### src/rtl/pulse_cnt_bank.sv
`default_nettype none
// ============================================================================
// Module      : pulse_cnt_bank
// Description : Multi-channel gated edge counter. Each asynchronous input is
//               synchronised, edge-detected according to a shared mode, and
//               counted over a fixed window of WINDOW clocks. At the end of
//               each window every channel's count is snapshotted to o_data
//               with a one-cycle o_valid strobe. The counters then restart
//               with no dead cycle between windows.
//
// Ports       : i_clk    - system clock
//               i_rst    - asynchronous active-high reset, clears all state
//               i_run    - level enable; windows run while high
//               i_mode   - edge select: 00 rising, 01 falling, 10 both, 11 none
//               i_cnt    - asynchronous inputs, bit n = channel n
//               o_data   - snapshot counts, channel n at [n*BITS +: BITS]
//               o_valid  - one-cycle strobe, o_data/o_ovf updated this cycle
//               o_ovf    - per channel: count passed all-ones in that window
//               o_busy   - high while a window is in progress
//
// Revision    : 1.0 - initial multi-channel release
// ============================================================================
module pulse_cnt_bank #(
    parameter int CHANNELS    = 4,
    parameter int BITS        = 16,
    parameter int WINDOW      = 1000,
    parameter int SYNC_STAGES = 2,
    parameter int SATURATE    = 0
) (
    input  logic                     i_clk,
    input  logic                     i_rst,
    input  logic                     i_run,
    input  logic [1:0]               i_mode,
    input  logic [CHANNELS-1:0]      i_cnt,
    output logic [CHANNELS*BITS-1:0] o_data,
    output logic                     o_valid,
    output logic [CHANNELS-1:0]      o_ovf,
    output logic                     o_busy
);

    // ------------------------------------------------------------------------
    // Constants
    // ------------------------------------------------------------------------
    localparam int              c_TW    = (WINDOW > 1) ? $clog2(WINDOW) : 1;
    localparam logic [c_TW-1:0] c_TERM  = c_TW'(WINDOW - 1);
    localparam logic [BITS-1:0] c_ONES  = '1;

    localparam logic [1:0] c_MODE_RISE = 2'b00;
    localparam logic [1:0] c_MODE_FALL = 2'b01;
    localparam logic [1:0] c_MODE_BOTH = 2'b10;

    typedef enum logic [0:0] {
        S_IDLE = 1'b0,
        S_RUN  = 1'b1
    } state_t;

    // ------------------------------------------------------------------------
    // Synchroniser chain and previous-value register.
    // These run in every state so that the edge detector already holds a
    // settled history when a window starts.
    // ------------------------------------------------------------------------
    logic [CHANNELS-1:0] r_sync [SYNC_STAGES];
    logic [CHANNELS-1:0] r_prev;
    logic [CHANNELS-1:0] w_sync;

    always_ff @(posedge i_clk or posedge i_rst) begin
        if (i_rst) begin
            for (int k = 0; k < SYNC_STAGES; k++) begin
                r_sync[k] <= '0;
            end
            r_prev <= '0;
        end else begin
            r_sync[0] <= i_cnt;
            for (int k = 1; k < SYNC_STAGES; k++) begin
                r_sync[k] <= r_sync[k-1];
            end
            r_prev <= r_sync[SYNC_STAGES-1];
        end
    end

    assign w_sync = r_sync[SYNC_STAGES-1];

    // ------------------------------------------------------------------------
    // Edge detection. i_mode is applied combinationally so a mode change
    // affects the very cycle it is presented in.
    // ------------------------------------------------------------------------
    logic [CHANNELS-1:0] w_edge;

    always_comb begin
        w_edge = '0;
        case (i_mode)
            c_MODE_RISE: w_edge = w_sync & ~r_prev;
            c_MODE_FALL: w_edge = ~w_sync & r_prev;
            c_MODE_BOTH: w_edge = w_sync ^ r_prev;
            default:     w_edge = '0;
        endcase
    end

    // ------------------------------------------------------------------------
    // Window state machine
    // ------------------------------------------------------------------------
    state_t          r_state;
    state_t          w_state_next;
    logic [c_TW-1:0] r_timer;
    logic            w_term;    // last cycle of the current window
    logic            w_count;   // accumulate this cycle's edges and advance

    always_ff @(posedge i_clk or posedge i_rst) begin
        if (i_rst) begin
            r_state <= S_IDLE;
        end else begin
            r_state <= w_state_next;
        end
    end

    always_comb begin
        w_state_next = r_state;
        w_term       = 1'b0;
        w_count      = 1'b0;
        case (r_state)
            S_IDLE: begin
                if (i_run) begin
                    w_state_next = S_RUN;
                end
            end
            S_RUN: begin
                // The terminal cycle always completes its snapshot, even if
                // i_run drops on that same cycle.
                w_term  = (r_timer == c_TERM);
                w_count = i_run && !w_term;
                if (!i_run) begin
                    w_state_next = S_IDLE;
                end
            end
            default: begin
                w_state_next = S_IDLE;
            end
        endcase
    end

    // ------------------------------------------------------------------------
    // Per-channel next count. An edge on an all-ones counter either holds or
    // wraps depending on SATURATE and in both cases marks overflow.
    // ------------------------------------------------------------------------
    logic [BITS-1:0]     r_cnt [CHANNELS];
    logic [CHANNELS-1:0] r_ovf_flag;
    logic [BITS-1:0]     w_cnt_next [CHANNELS];
    logic [CHANNELS-1:0] w_ovf_next;

    always_comb begin
        for (int n = 0; n < CHANNELS; n++) begin
            w_cnt_next[n] = r_cnt[n] + BITS'(w_edge[n]);
            w_ovf_next[n] = r_ovf_flag[n];
            if (w_edge[n] && (r_cnt[n] == c_ONES)) begin
                w_cnt_next[n] = (SATURATE != 0) ? c_ONES : '0;
                w_ovf_next[n] = 1'b1;
            end
        end
    end

    // ------------------------------------------------------------------------
    // Counters, timer and registered outputs.
    // Whenever a cycle is not an accumulating one (IDLE, abort or terminal)
    // the counters, flags and timer fall back to zero, which is exactly what
    // a fresh window needs.
    // ------------------------------------------------------------------------
    logic [CHANNELS*BITS-1:0] r_data;
    logic [CHANNELS-1:0]      r_ovf;
    logic                     r_valid;
    logic                     r_busy;

    always_ff @(posedge i_clk or posedge i_rst) begin
        if (i_rst) begin
            for (int n = 0; n < CHANNELS; n++) begin
                r_cnt[n] <= '0;
            end
            r_ovf_flag <= '0;
            r_timer    <= '0;
            r_data     <= '0;
            r_ovf      <= '0;
            r_valid    <= 1'b0;
            r_busy     <= 1'b0;
        end else begin
            if (w_count) begin
                for (int n = 0; n < CHANNELS; n++) begin
                    r_cnt[n] <= w_cnt_next[n];
                end
                r_ovf_flag <= w_ovf_next;
                r_timer    <= r_timer + 1'b1;
            end else begin
                for (int n = 0; n < CHANNELS; n++) begin
                    r_cnt[n] <= '0;
                end
                r_ovf_flag <= '0;
                r_timer    <= '0;
            end

            // The terminal cycle's own edges belong to the ending window.
            if (w_term) begin
                for (int n = 0; n < CHANNELS; n++) begin
                    r_data[n*BITS +: BITS] <= w_cnt_next[n];
                end
                r_ovf <= w_ovf_next;
            end

            r_valid <= w_term;
            r_busy  <= (w_state_next == S_RUN);
        end
    end

    assign o_data  = r_data;
    assign o_ovf   = r_ovf;
    assign o_valid = r_valid;
    assign o_busy  = r_busy;

endmodule
`default_nettype wire

### config.mk
export PLATFORM = sky130hd
export DESIGN_NAME = pulse_cnt_bank
export DESIGN_NICKNAME = d
export VERILOG_FILES = /design/src/rtl/pulse_cnt_bank.sv
export SDC_FILE = /design/constraint.sdc
export NUM_CORES = 1
export LEC_CHECK = 0
export ABC_AREA = 0
export BUFFER_PORTS_ARGS = -buffer_cell sky130_fd_sc_hd__buf_2
export CAP_MARGIN = 20
export CORE_MARGIN = 2
export CORE_UTILIZATION = 40
export DETAILED_ROUTE_END_ITERATION = 8
export PLACE_DENSITY_LB_ADDON = 0.08
export SYNTH_ARGS = -nofsm -noshare
export SYNTH_HDL_FRONTEND = slang
export SYNTH_SLANG_ARGS = --single-unit
export TNS_END_PERCENT = 10
### constraint.sdc
create_clock -name i_clk -period 5.8 [get_ports i_clk]
set_input_delay 0.58 -clock i_clk [delete_from_list [all_inputs] [get_ports i_clk]]
set_output_delay 0.58 -clock i_clk [all_outputs]
set_load 0.02 [all_outputs]
==> metrics.cfg <==
[clock_network]
cts_tree = yes
cts_root_buf = clkbuf_16
post-cts-setup-buffers = 0
cts_hold_buf = 0
cts_resized = 0
path_clk_slew_ps = 60
cts_inserted_buffers = 17
cts.sinks = 160
cts_htree_levels = 4
clk_latency_ps = 430
cts_buffer_depth = 2

[flow_run]
drv_cap = 0

[floorplanning]
die_w_um = 137
row_count = 48
die_area_sq_um = 18700
die_y_um = 137
ios = 79
coreArea_sq_um = 17200
initial_utilization_pct = 40.9

[critical_path]
crit_buf_inv = 1
worstReg2RegEnd = o_data[58]
crit_cells = 10
slowest_delay_ps = 600
worst_path_most_repeated_cell = ha_1
crit_chain = inv_1 > ha_1 > and2_0 > o32ai_1 > ha_1 > nand4_1 > nor2_1 > and3_1 > xnor2_1 > o31ai_1
rr_startpoint = w_sync[3]
critPathLaunch = w_sync[3]
setup.worst_path.end = o_data[58]
cp_slowest_cell = o32ai_1
crit_type = flop to flop
worstPathMaxFanout = 4
cp-start-kind = flop
reg2reg_slack_ps = 3020
required_ps = 6080
worst_ep_arrival_time_ps = 3060
reg2regPathDepth = 10
end_kind = flop
critical-path-top-delay-family = simple AND/OR/NAND/NOR gates

[routing]
drc = 0
drt_wl_total_um = 14800
num_vias = 5136
drt-vias-per-instance = 5.08
drt_first_iter_violations = 275
wl_per_cell_um = 14.6
antenna_left = 0
dr.pass1.iters = 4

[finish]
area_growth_pct = 17.7
diodes = 0
fillerInstances = 1672
layout-drive-gt1-share_pct = 15.8
layout.nets = 801
fin_area_sq_um = 8290

[place]
hpwl_um = 10000
io_buffer_count = 78
placed_area_sq_um = 7640
gp_congestion = 0.795

[sta]
max_clock_freq_ghz = 0.359
tns_ps = 0
final-setup-viol-count = 0
tightest_slew_ps = 947
slew_violations = 0
min_period_over_period_pct = 48.0
fin_crit_ps = 2780
rsz0062_at_grt = no
maxSlewHeadroom_pct = 36.6
skew_ps = 8.53
hold_viol_final = 0

[logic_synthesis]
syn_area_sq_um = 7050
ys_types = 40
yosys.area.top_type = dfrtp_1
synth.yosys.seq_area_share_pct = 56.8
synth_edf_count = 0
ys_async_sr_fraction_pct = 100
synth_ff_type = dfrtp_1
avgSynthCellArea_sq_um = 10.1
syn_nets = 725
synth.top_cell.area_share_pct = 56.8
synth_area_leaders = dfrtp_1 57%, nand2_1 6.2%, xnor2_1 5.0%
synth_seq_cells = 160
ys.warnings.count = 0
yosys.cell_count.top_type = dfrtp_1
ys_top_cells_by_count = 160 x dfrtp_1, 116 x nand2_1, 82 x nor2_1
postSynthCellCount = 699

[power_and_ir_drop]
cellLeakagePower_nw = 3.73
power_density_nw_per_um2 = 285
peakVddDrop_mv = 0.225

[global_routing]
grt_usage_pct = 17.3
antenna_found_initial = 0
grt_max_degree = 121
grt_overflow = 0
grt_pass1_vias = 5107
grt_pass1_wl_um = 25300

[min_path]
min_path_type = primary input to async pin

[outcome]
status = finished, final reports clean

sequential cells by signal, indices dropped and copies added, names as in the netlist:
| name | count |
|---|---|
| w_sync | 4 |
| r_timer | 10 |
| r_cnt | 64 |
| o_ovf | 4 |
| o_data | 64 |
| o_valid | 1 |
| o_busy | 1 |
| r_ovf_flag | 4 |
| r_sync | 4 |
| r_prev | 4 |
cells by family (layout without fill, tap and decap cells):
family / after synthesis / in the layout / share of synthesized area (%)
and+or+nand+nor: 361 / 361 / 25.0
DFF: 160 / 160 / 56.8
xor gates and xnor gates: 63 / 63 / 7.83
AOI/OAI and AO/OA: 54 / 54 / 4.83
buffers and inverters: 44 / 132 / 2.54
adders and majority gates: 17 / 17 / 3.02
cells in the final DEF (no fill, tap or decap), types with 5 or more instances in the layout:
cell type,instances
dfrtp_1,160
nand2_1,115
nor2_1,82
buf_2,78
nand3_1,44
xnor2_1,40
and3_1,30
nand4_1,26
nor3_1,24
xor2_1,23
inv_1,17
ha_1,17
clkbuf_16,17
o21ai_0,16
a21oi_1,10
o31ai_1,9
a21o_1,8
nand3b_1,8
and2_1,5
worst min path at each step:
| stage | slack (ps) | to | depth (start not counted) |
|---|---|---|---|
| 6_report | 110 | o_data[9] | 2 |
| 5_1_grt | 110 | o_data[9] | 2 |
| 4_1_cts | 240 | r_sync[4] | 1 |
| 3_5_place_dp | 340 | w_sync[1] | 0 |
| 3_3_place_gp | 330 | w_sync[2] | 0 |
| 2_1_floorplan | 330 | w_sync[0] | 0 |
metrics by stage:
step | worst slack (ps) | std cells | hold slack, ps | utilization, % | power, mW
after floorplan | 900 | 699 | 331 | - | 1.19
after global placement | 3080 | 980 | 333 | 44.3 | 1.21
after detailed placement | 2950 | 980 | 337 | 44.3 | 1.21
after CTS | 3000 | 1011 | 239 | 47.9 | 2.40
after global routing | 2730 | 1012 | 108 | 48.1 | 2.45
final | 3020 | 1012 | 109 | 48.1 | 2.36
power breakdown:
group	switching (mW)	internal (mW)
sequential	0.00489	1.12
combinational	0.0472	0.0160
clock	0.435	0.739
metal layers:
metal / GRT usage (%) / routed length (um) / up-vias
met5: 0 / 0 / -
met2: 27.5 / 7070 / 92
met1: 23.1 / 6820 / 2503
li1: - / - / 2520
met4: 7.00 / 285 / 0
met3: 3.67 / 579 / 21
area by class of cell:
| cell class | count | area, sq um | area share (%) |
|---|---|---|---|
| inverters | 18 | 72.6 | 0.875 |
| well taps | 225 | 282 | 3.40 |
| clock buffers | 21 | 460 | 5.55 |
| clock inverters | 10 | 160 | 1.93 |
| flip-flops and latches | 160 | 4000 | 48.3 |
| repair buffers | 83 | 448 | 5.40 |
| multi-input cells | 495 | 2870 | 34.6 |
worst register-to-register path, stage by stage, from the launching register on:
cell     delay, ps
dfrtp_1        370
inv_1           50
ha_1           270
and2_0         150
o32ai_1        600
ha_1           320
nand4_1        200
nor2_1         230
and3_1         200
xnor2_1        150
o31ai_1         90
Note: power is estimated with default switching activity, not from simulation.
